## config.mk

```make
export PLATFORM = sky130hd
export DESIGN_NAME = fifo_rd_stream
export DESIGN_NICKNAME = d
export VERILOG_FILES = /design/src/rtl/fifo_rd_stream.sv
export SDC_FILE = /design/constraint.sdc
export NUM_CORES = 1
export LEC_CHECK = 0
export ABC_AREA = 1
export CORE_MARGIN = 8
export CORE_UTILIZATION = 46
export DETAILED_ROUTE_END_ITERATION = 8
export PLACE_DENSITY = 0.73
export RECOVER_POWER = 50
export SYNTH_ARGS = -nofsm -noshare
export SYNTH_HDL_FRONTEND = slang
export SYNTH_SLANG_ARGS = --single-unit
```

## constraint.sdc

```tcl
create_clock -name i_Rclk -period 2.08 [get_ports i_Rclk]
set_input_delay 0.208 -clock i_Rclk [delete_from_list [all_inputs] [get_ports i_Rclk]]
set_output_delay 0.208 -clock i_Rclk [all_outputs]
set_load 0.01 [all_outputs]
```

## src/rtl/fifo_rd_stream.sv

```systemverilog
// Async FIFO read-domain output stage: 2-entry prefetch buffer to valid/ready.
// Optional occupancy output o_level enabled by FIFO_RD_STREAM_LEVEL_EN.
module fifo_rd_stream #(
  parameter int DATA_WIDTH = 8,
  parameter int LVL_WIDTH  = 2
) (
  input  logic                  i_Rclk,
  input  logic                  i_Rrst_n,
  input  logic                  i_empty,
  input  logic [DATA_WIDTH-1:0] i_rdata,
  output logic                  o_R_en,
  output logic                  o_valid,
  input  logic                  i_ready,
`ifdef FIFO_RD_STREAM_LEVEL_EN
  output logic [DATA_WIDTH-1:0] o_data,
  output logic [LVL_WIDTH-1:0]  o_level
`else
  output logic [DATA_WIDTH-1:0] o_data
`endif
);

  logic [LVL_WIDTH-1:0]  count_q, count_d;
  logic                  inflight_q, inflight_d;
  logic                  wr_idx_q, wr_idx_d;
  logic                  rd_idx_q, rd_idx_d;
  logic [DATA_WIDTH-1:0] ent_q [2];
  logic [DATA_WIDTH-1:0] ent_d [2];

  logic                  push;
  logic                  pop;
  logic [LVL_WIDTH:0]    occ;

  assign push    = inflight_q;
  assign o_valid = (count_q != '0);
  assign pop     = o_valid & i_ready;
  assign o_data  = ent_q[rd_idx_q];

  // Occupancy after this cycle's pop, including the word already in flight
  always_comb begin
    occ = {1'b0, count_q}
        + (LVL_WIDTH+1)'(inflight_q)
        - (LVL_WIDTH+1)'(pop);
    o_R_en = !i_empty & (occ < (LVL_WIDTH+1)'(2));
  end

  always_comb begin
    inflight_d = o_R_en;
    count_d    = count_q + LVL_WIDTH'(push) - LVL_WIDTH'(pop);
    wr_idx_d   = wr_idx_q ^ push;
    rd_idx_d   = rd_idx_q ^ pop;
    ent_d      = ent_q;
    if (push) begin
      ent_d[wr_idx_q] = i_rdata;
    end
  end

  always_ff @(posedge i_Rclk or negedge i_Rrst_n) begin
    if (!i_Rrst_n) begin
      count_q    <= '0;
      inflight_q <= 1'b0;
      wr_idx_q   <= 1'b0;
      rd_idx_q   <= 1'b0;
      ent_q[0]   <= '0;
      ent_q[1]   <= '0;
    end else begin
      count_q    <= count_d;
      inflight_q <= inflight_d;
      wr_idx_q   <= wr_idx_d;
      rd_idx_q   <= rd_idx_d;
      ent_q[0]   <= ent_d[0];
      ent_q[1]   <= ent_d[1];
    end
  end

`ifdef FIFO_RD_STREAM_LEVEL_EN
  assign o_level = count_q;
`endif

endmodule

```

==> results of run 1 <==
-- metal layers --
metal,GRT usage (%),routed length [um]
met3,3.58,107
met2,18.4,1000
met5,0,0
met1,11.0,823
met4,5.13,28
-- cell type report --
type                       count  area, um2
multi-input combinational     62        342
inverter                      26       97.6
timing repair buffer          30        269
fill                         172        707
tap                           27       33.8
clock buffer                   4       26.3
sequential                    21        527
-- worst min-delay path: stages --
cell and delay, ns:
clkdlybuf4s50_1 0.42, nand2_1 0.06, o21ai_0 0.07
-- sequential cells by signal, indices dropped and copies added (netlist names) --
| name | flops |
|---|---|
| ent_q | 16 |
| count_q | 2 |
| inflight_q | 1 |
| rd_idx_q | 1 |
| wr_idx_q | 1 |
-- cells in the mapped netlist --
cell type | number | area share [%]
buf_6 | 4 | 4.6
o21ai_0 | 21 | 11
nand2_1 | 29 | 11
ha_1 | 4 | 5.1
nor2_1 | 1 | 0.38
o21ai_1 | 3 | 1.5
nor3_1 | 1 | 0.51
inv_1 | 26 | 9.9
o21ai_2 | 1 | 0.89
nand3_1 | 1 | 0.51
dfrtp_1 | 21 | 53
fa_1 | 1 | 2.0
-- repair_timing --
item | 4_1_cts | 5_1_grt
buffers inserted | 2 | 2
pin swaps | 2 | 2
setup endpoints to repair | 1 | 4
gates cloned | 0 | 0
hold buffers | 0 | 0
gates resized for setup | 8 | 2
-- kinds of logic after synthesis --
| logic type | Yosys count | synth area share (%) |
|---|---|---|
| and+or+nand+nor | 32 | 12.4 |
| DFF | 21 | 53.1 |
| AOI/OAI and AO/OA | 25 | 13.0 |
| buffers and inverters | 30 | 14.4 |
| adders and majority gates | 5 | 7.08 |
-- placed cells by master (no fill, tap or decap), types with 2 or more instances in the layout --
master and instances:
ha_1 3, buf_4 8, o21ai_1 3, clkbuf_1 2, nand2_1 29, inv_1 26, dfrtp_1 20, clkdlybuf4s50_1 19
o21ai_2 2, o21ai_0 20, clkbuf_4 3
-- worst min-delay path by stage --
stage                     startpoint    endpoint  slack [ns]  cells after the start
after floorplan             i_Rrst_n  count_q[0]       -0.09                      0
after global placement     ent_q[15]   ent_q[15]        0.50                      2
after detailed placement    ent_q[6]    ent_q[6]        0.51                      2
after CTS                   i_Rrst_n  inflight_q        0.25                      2
after global routing      i_rdata[4]   ent_q[12]        0.49                      3
final                     i_rdata[7]    ent_q[7]        0.49                      3
-- power by group through the flow --
stage	Clock [uW]	Sequential, uW	Combinational [uW]
3_3_place_gp	0	732	868
2_1_floorplan	0	685	546
4_1_cts	196	735	930
5_1_grt	220	761	1100
6_report	189	737	974
3_5_place_dp	0	741	906
-- stage by stage --
stage                     worst slack (ns)  TNS (ns)  std cells  utilization (%)
final                               -0.367    -0.367        170             64.7
after global routing                -0.477    -0.477        170             64.7
after CTS                           -0.352    -0.352        168             63.7
after detailed placement            -0.714    -0.740        162             61.5
after global placement              -0.640    -0.640        162             61.5
after floorplan                     0.0481         0        113                -
==> results.md, run 1 <==
* Worst R2R Path Depth at 8
* GRT overflow at 0
* Failing checks: setup timing
* CTS tree: yes
* Crit path depth at 8
* Worst min-delay path class: in2reg
* Crit path capture: o_R_en
* Yosys warns at 0
* Placed inst area at 1230 um2
* Global-route wire length before repair at 3.40 mm
* GRT Overall Usage at 10.5%
* Synth cell types at 12
* Worst path slowest cell: fa_2
* Pwr/cell area at 1470 nW/um2
* Worst Tran Pin Value at 1.13 ns
* Worst R2R Setup Slack at 0.11 ns
* DRT iter0 DRCs at 15
* CP max FO at 2
* Vias/cell at 4.73
* RSZ-0062 raised after global routing: yes
* Vias in the first global route at 801
* Clock latency on the worst-skew pair at 0.29 ns
* Flops & latches, synth at 21
* Mapped Area at 990 um2
* CP Cell Sequence: o21ai_2 -> inv_1 -> ha_1 -> inv_1 -> ha_2 -> fa_2 -> nor3_4 -> buf_2
* Die ar. at 3890 um2
* CP most frequent cell: inv_1
* Leakage at 0.000629 uW
* Post-DR wirelength/cell at 11.5 um
* Initial Util at 49.4%
* CP Class: reg2out
* Final setup violation count at 1
* Antenna diode count at 0
* Die Y at 62.4 um
* CTS H-tree depth at 1
* IR Drop Worst-Case VDD at 0.816 mV
* Crit path from: count_q[0]
* Max_cap viols at 0
* Root Buffer: clkbuf_4
* Mean post-synth cell area at 8.76 um2
* PortBufs at 21
* Sequential-to-total area share from yosys stat at 53.1%
* Minimum clock period at 2.45 ns
* Clock power share at 9.9%
* Post-Synthesis Cells at 113
* Global placer's final weighted congestion at 0.745
* Row count at 16
* Switch share at 37.2%
* Arrival time at the worst endpoint at 2.24 ns
* Largest net degree at the start of global routing at 22
* P_sw at 706 uW
* Final ANT Viol Nets at 0
* CP Capture Type: output port
* Via count at 804
* Final WL at 1.96 mm
* Final hold viol count at 0
* Logic gate share of total power at 51.3%
* R2R Path Start: count_q[0]
* Period utilization at 118%
* DP HPWL at 1.40 mm
* Net Count, Synth at 130
* Final instance area at 1290 um2
* DRT Pass-1 Iters at 4
* Worst rel slew slack at 24.9%
* Syn-to-layout area delta at 30.8%
* CP Buf/Inv Count at 3
* Cts bufs inserted at 3
* Core Area at 2000 um2
* FF-to-FF End: inflight_q
* Die width at 62.4 um
* Slowest stage delay, CP at 0.46 ns
* Initial antenna violation count at 0
* Sink Count at 21
* Num ports at 22
* CP Data Required Time at 1.87 ns
* Internal power at 1190 uW
* Layout cells sized above 1 at 12.6%
* Setup Skew at 0.00564 ns
* PnR worst setup slack at -0.367 ns
* Clk buf depth at 2
* Post-layout nets at 161
* Seq pwr share at 38.8%
* Outcome: complete, but fails checks
* Top Family by Delay on Critical Path: adder cells
* DR DRC count at 0
* Setup crit start kind: flop
* Power, Total at 1900 uW
* Clock slew at reported path FFs at 0.11 ns
* Achievable frequency at 0.409 GHz
* Count of pins over their slew limit at 0
* Fin Hold WS at 0.492 ns
(Power assumes the default switching activity.)
==> inputs of run 2 (changes only) <==
Settings changed: CAP_MARGIN from default to 15, PLACE_DENSITY 0.73 to default, PLACE_DENSITY_LB_ADDON from default to 0.12.
==> results.md, run 2 (synthesized netlist as in run 1, its figures left out) <==
* Setup Skew at 0.00388 ns (-0.00177 ns)
* Final hold viol count at 0 (unchanged)
* Core Area at 2000 um2 (unchanged)
* RSZ-0062 raised after global routing: yes
* Worst rel slew slack at 25.5% (+0.60 points)
* Final ANT Viol Nets at 0 (unchanged)
* Arrival time at the worst endpoint at 2.26 ns (+0.02 ns)
* Global placer's final weighted congestion at 0.705 (-5.3%)
* # fillers at 176 (+2.3%)
* Sink Count at 21 (unchanged)
* Row count at 16 (unchanged)
* Reg with most FFs: ent_q
* Max_cap viols at 0 (unchanged)
* Clk buf depth at 2 (unchanged)
* CTS tree: yes
* Via count at 777 (-3.4%)
* PnR worst setup slack at -0.392 ns (-0.0253 ns)
* CP Data Required Time at 1.87 ns (about the same)
* Max reg flops at 16 (unchanged)
* CTS H-tree depth at 1 (unchanged)
* CP Capture Type: output port
* Worst path slowest cell: fa_2
* Leakage at 0.000615 uW (-2.3%)
* PortBufs at 21 (unchanged)
* Outcome: complete, but fails checks
* Initial Util at 49.4% (unchanged)
* Clock latency on the worst-skew pair at 0.29 ns (about the same)
* Syn-to-layout area delta at 31.2%
* DRT Pass-1 Iters at 4 (unchanged)
* Initial antenna violation count at 0 (unchanged)
* Most common library cell in the layout ignoring fill and taps: nand2_1
* Post-DR wirelength/cell at 11.9 um (+2.9%)
* Slowest stage delay, CP at 0.47 ns (about the same)
* Vias/cell at 4.63 (-2.2%)
* Die Y at 62.4 um (unchanged)
* GRT overflow at 0 (unchanged)
* CP Cell Sequence: o21ai_2 -> inv_2 -> ha_4 -> inv_2 -> ha_4 -> fa_2 -> nor3_4 -> buf_2
* Final WL at 1.99 mm (+1.7%)
* Achievable frequency at 0.404 GHz (-1.0%)
* Period utilization at 119% (+1.2 points)
* Antenna diode count at 0 (unchanged)
* Largest registers: ent_q: 16 flops, count_q: 2 flops
* Register area at 527 um2 (unchanged)
* Layout cells sized above 1 at 12.8% (+0.18 points)
* Failing checks: setup timing
* CP max FO at 2 (unchanged)
* Count of pins over their slew limit at 0 (unchanged)
* Root Buffer: clkbuf_4
* Cts bufs inserted at 3 (unchanged)
* Die ar. at 3890 um2 (unchanged)
* GRT Overall Usage at 10.3% (-0.19 points)
* Pwr/cell area at 1470 nW/um2 (+0.46%)
* Setup crit start kind: flop
* Die width at 62.4 um (unchanged)
* Clock slew at reported path FFs at 0.11 ns (about the same)
* Worst Tran Pin Value at 1.12 ns (-0.00896 ns)
* CP Class: reg2out
* DP HPWL at 1.44 mm (+2.8%)
* DRT iter0 DRCs at 19 (+4)
* DR DRC count at 0 (unchanged)
* Multi-input gate area at 364 um2 (+6.6%)
* IR Drop Worst-Case VDD at 0.896 mV (+9.7%)
* Fin Hold WS at 0.487 ns (-0.00479 ns)
* Post-layout nets at 159 (-1.2%)
* DP Cell Count at 162 (unchanged)
* Largest net degree at the start of global routing at 22 (unchanged)
* Final setup violation count at 1 (unchanged)
* Vias in the first global route at 810 (+1.1%)
* Post-Layout Cell Count at 168 (-1.2%)
* Global-route wire length before repair at 3.33 mm (-2.2%)
* Minimum clock period at 2.47 ns (+0.0253 ns)
* Hold_buf cts at 0 (unchanged)
* Commonest non-fill, non-tap cells in the layout: nand2_1 (29), inv_1 (24), o21ai_0 (20), dfrtp_1 (20), clkdlybuf4s50_1 (19)
* Worst min-delay path class: in2reg
* Num ports at 22 (unchanged)
-- run 2: routing by layer --
layer | GRT usage, % | wire length [um] | vias up
li1 | - | - | 399
met1 | 10.6 | 826 | 348
met2 | 17.5 | 958 | 24
met3 | 4.84 | 145 | 6
met4 | 4.84 | 61 | 0
met5 | 0 | 0 | -
-- run 2: final timing paths --
| kind | start | end | slack (ns) | cells past startpoint |
|---|---|---|---|---|
| max | count_q[1] | o_R_en | -0.39 | 8 |
| min | i_rdata[6] | ent_q[6] | 0.49 | 3 |
| max reg2reg | count_q[1] | inflight_q | 0.08 | 9 |
| min reg2reg | ent_q[9] | ent_q[9] | 0.53 | 2 |
| max in group asynchronous | i_Rrst_n | rd_idx_q | 0.71 | 2 |
| min in group asynchronous | i_Rrst_n | ent_q[14] | 0.63 | 2 |
-- run 2: where the power goes --
group | internal, uW | leakage [uW] | switching (uW)
sequential | 611 | 0.000255 | 130
combinational | 511 | 0.000345 | 474
clock | 74.6 | 0.0000150 | 114
total | 1200 | 0.000615 | 718
-- run 2: layout make-up --
| cell class | instances | share of cell area, % |
|---|---|---|
| multi-input cells | 62 | 28.0 |
| flip-flops and latches | 21 | 40.6 |
| inverters | 26 | 7.51 |
| clock buffers | 4 | 2.02 |
| well taps | 27 | 2.60 |
| repair buffers | 28 | 19.3 |
-- run 2: critical path: cells and delay by family (launching register included) --
family / cells / cell delay [ns]
and+or+nand+nor: 1 / 0.21
adders and majority gates: 3 / 0.87
AOI/OAI and AO/OA: 1 / 0.19
buffers and inverters: 3 / 0.26
DFF: 1 / 0.43
-- run 2: through the flow --
step / area, um2 / worst slack, ns / setup TNS (ns) / util (%) / power (uW)
finish: 1300 / -0.392 / -0.392 / 64.9 / 1910
CTS: 1270 / -0.364 / -0.364 / 63.4 / 1860
global placement: 1230 / -0.635 / -0.635 / 61.5 / 1600
global route: 1300 / -0.490 / -0.490 / 64.9 / 2090
detailed placement: 1230 / -0.707 / -0.730 / 61.5 / 1650
floorplan: 995 / 0.0481 / 0 / - / 1230
-- run 2: what timing repair did --
item	CTS	global route
buffers inserted	1	1
endpoints found under the hold margin	0	0
gates cloned	0	0
pin swaps	1	5
endpoints found under the setup margin	1	8
resized for setup	8	6
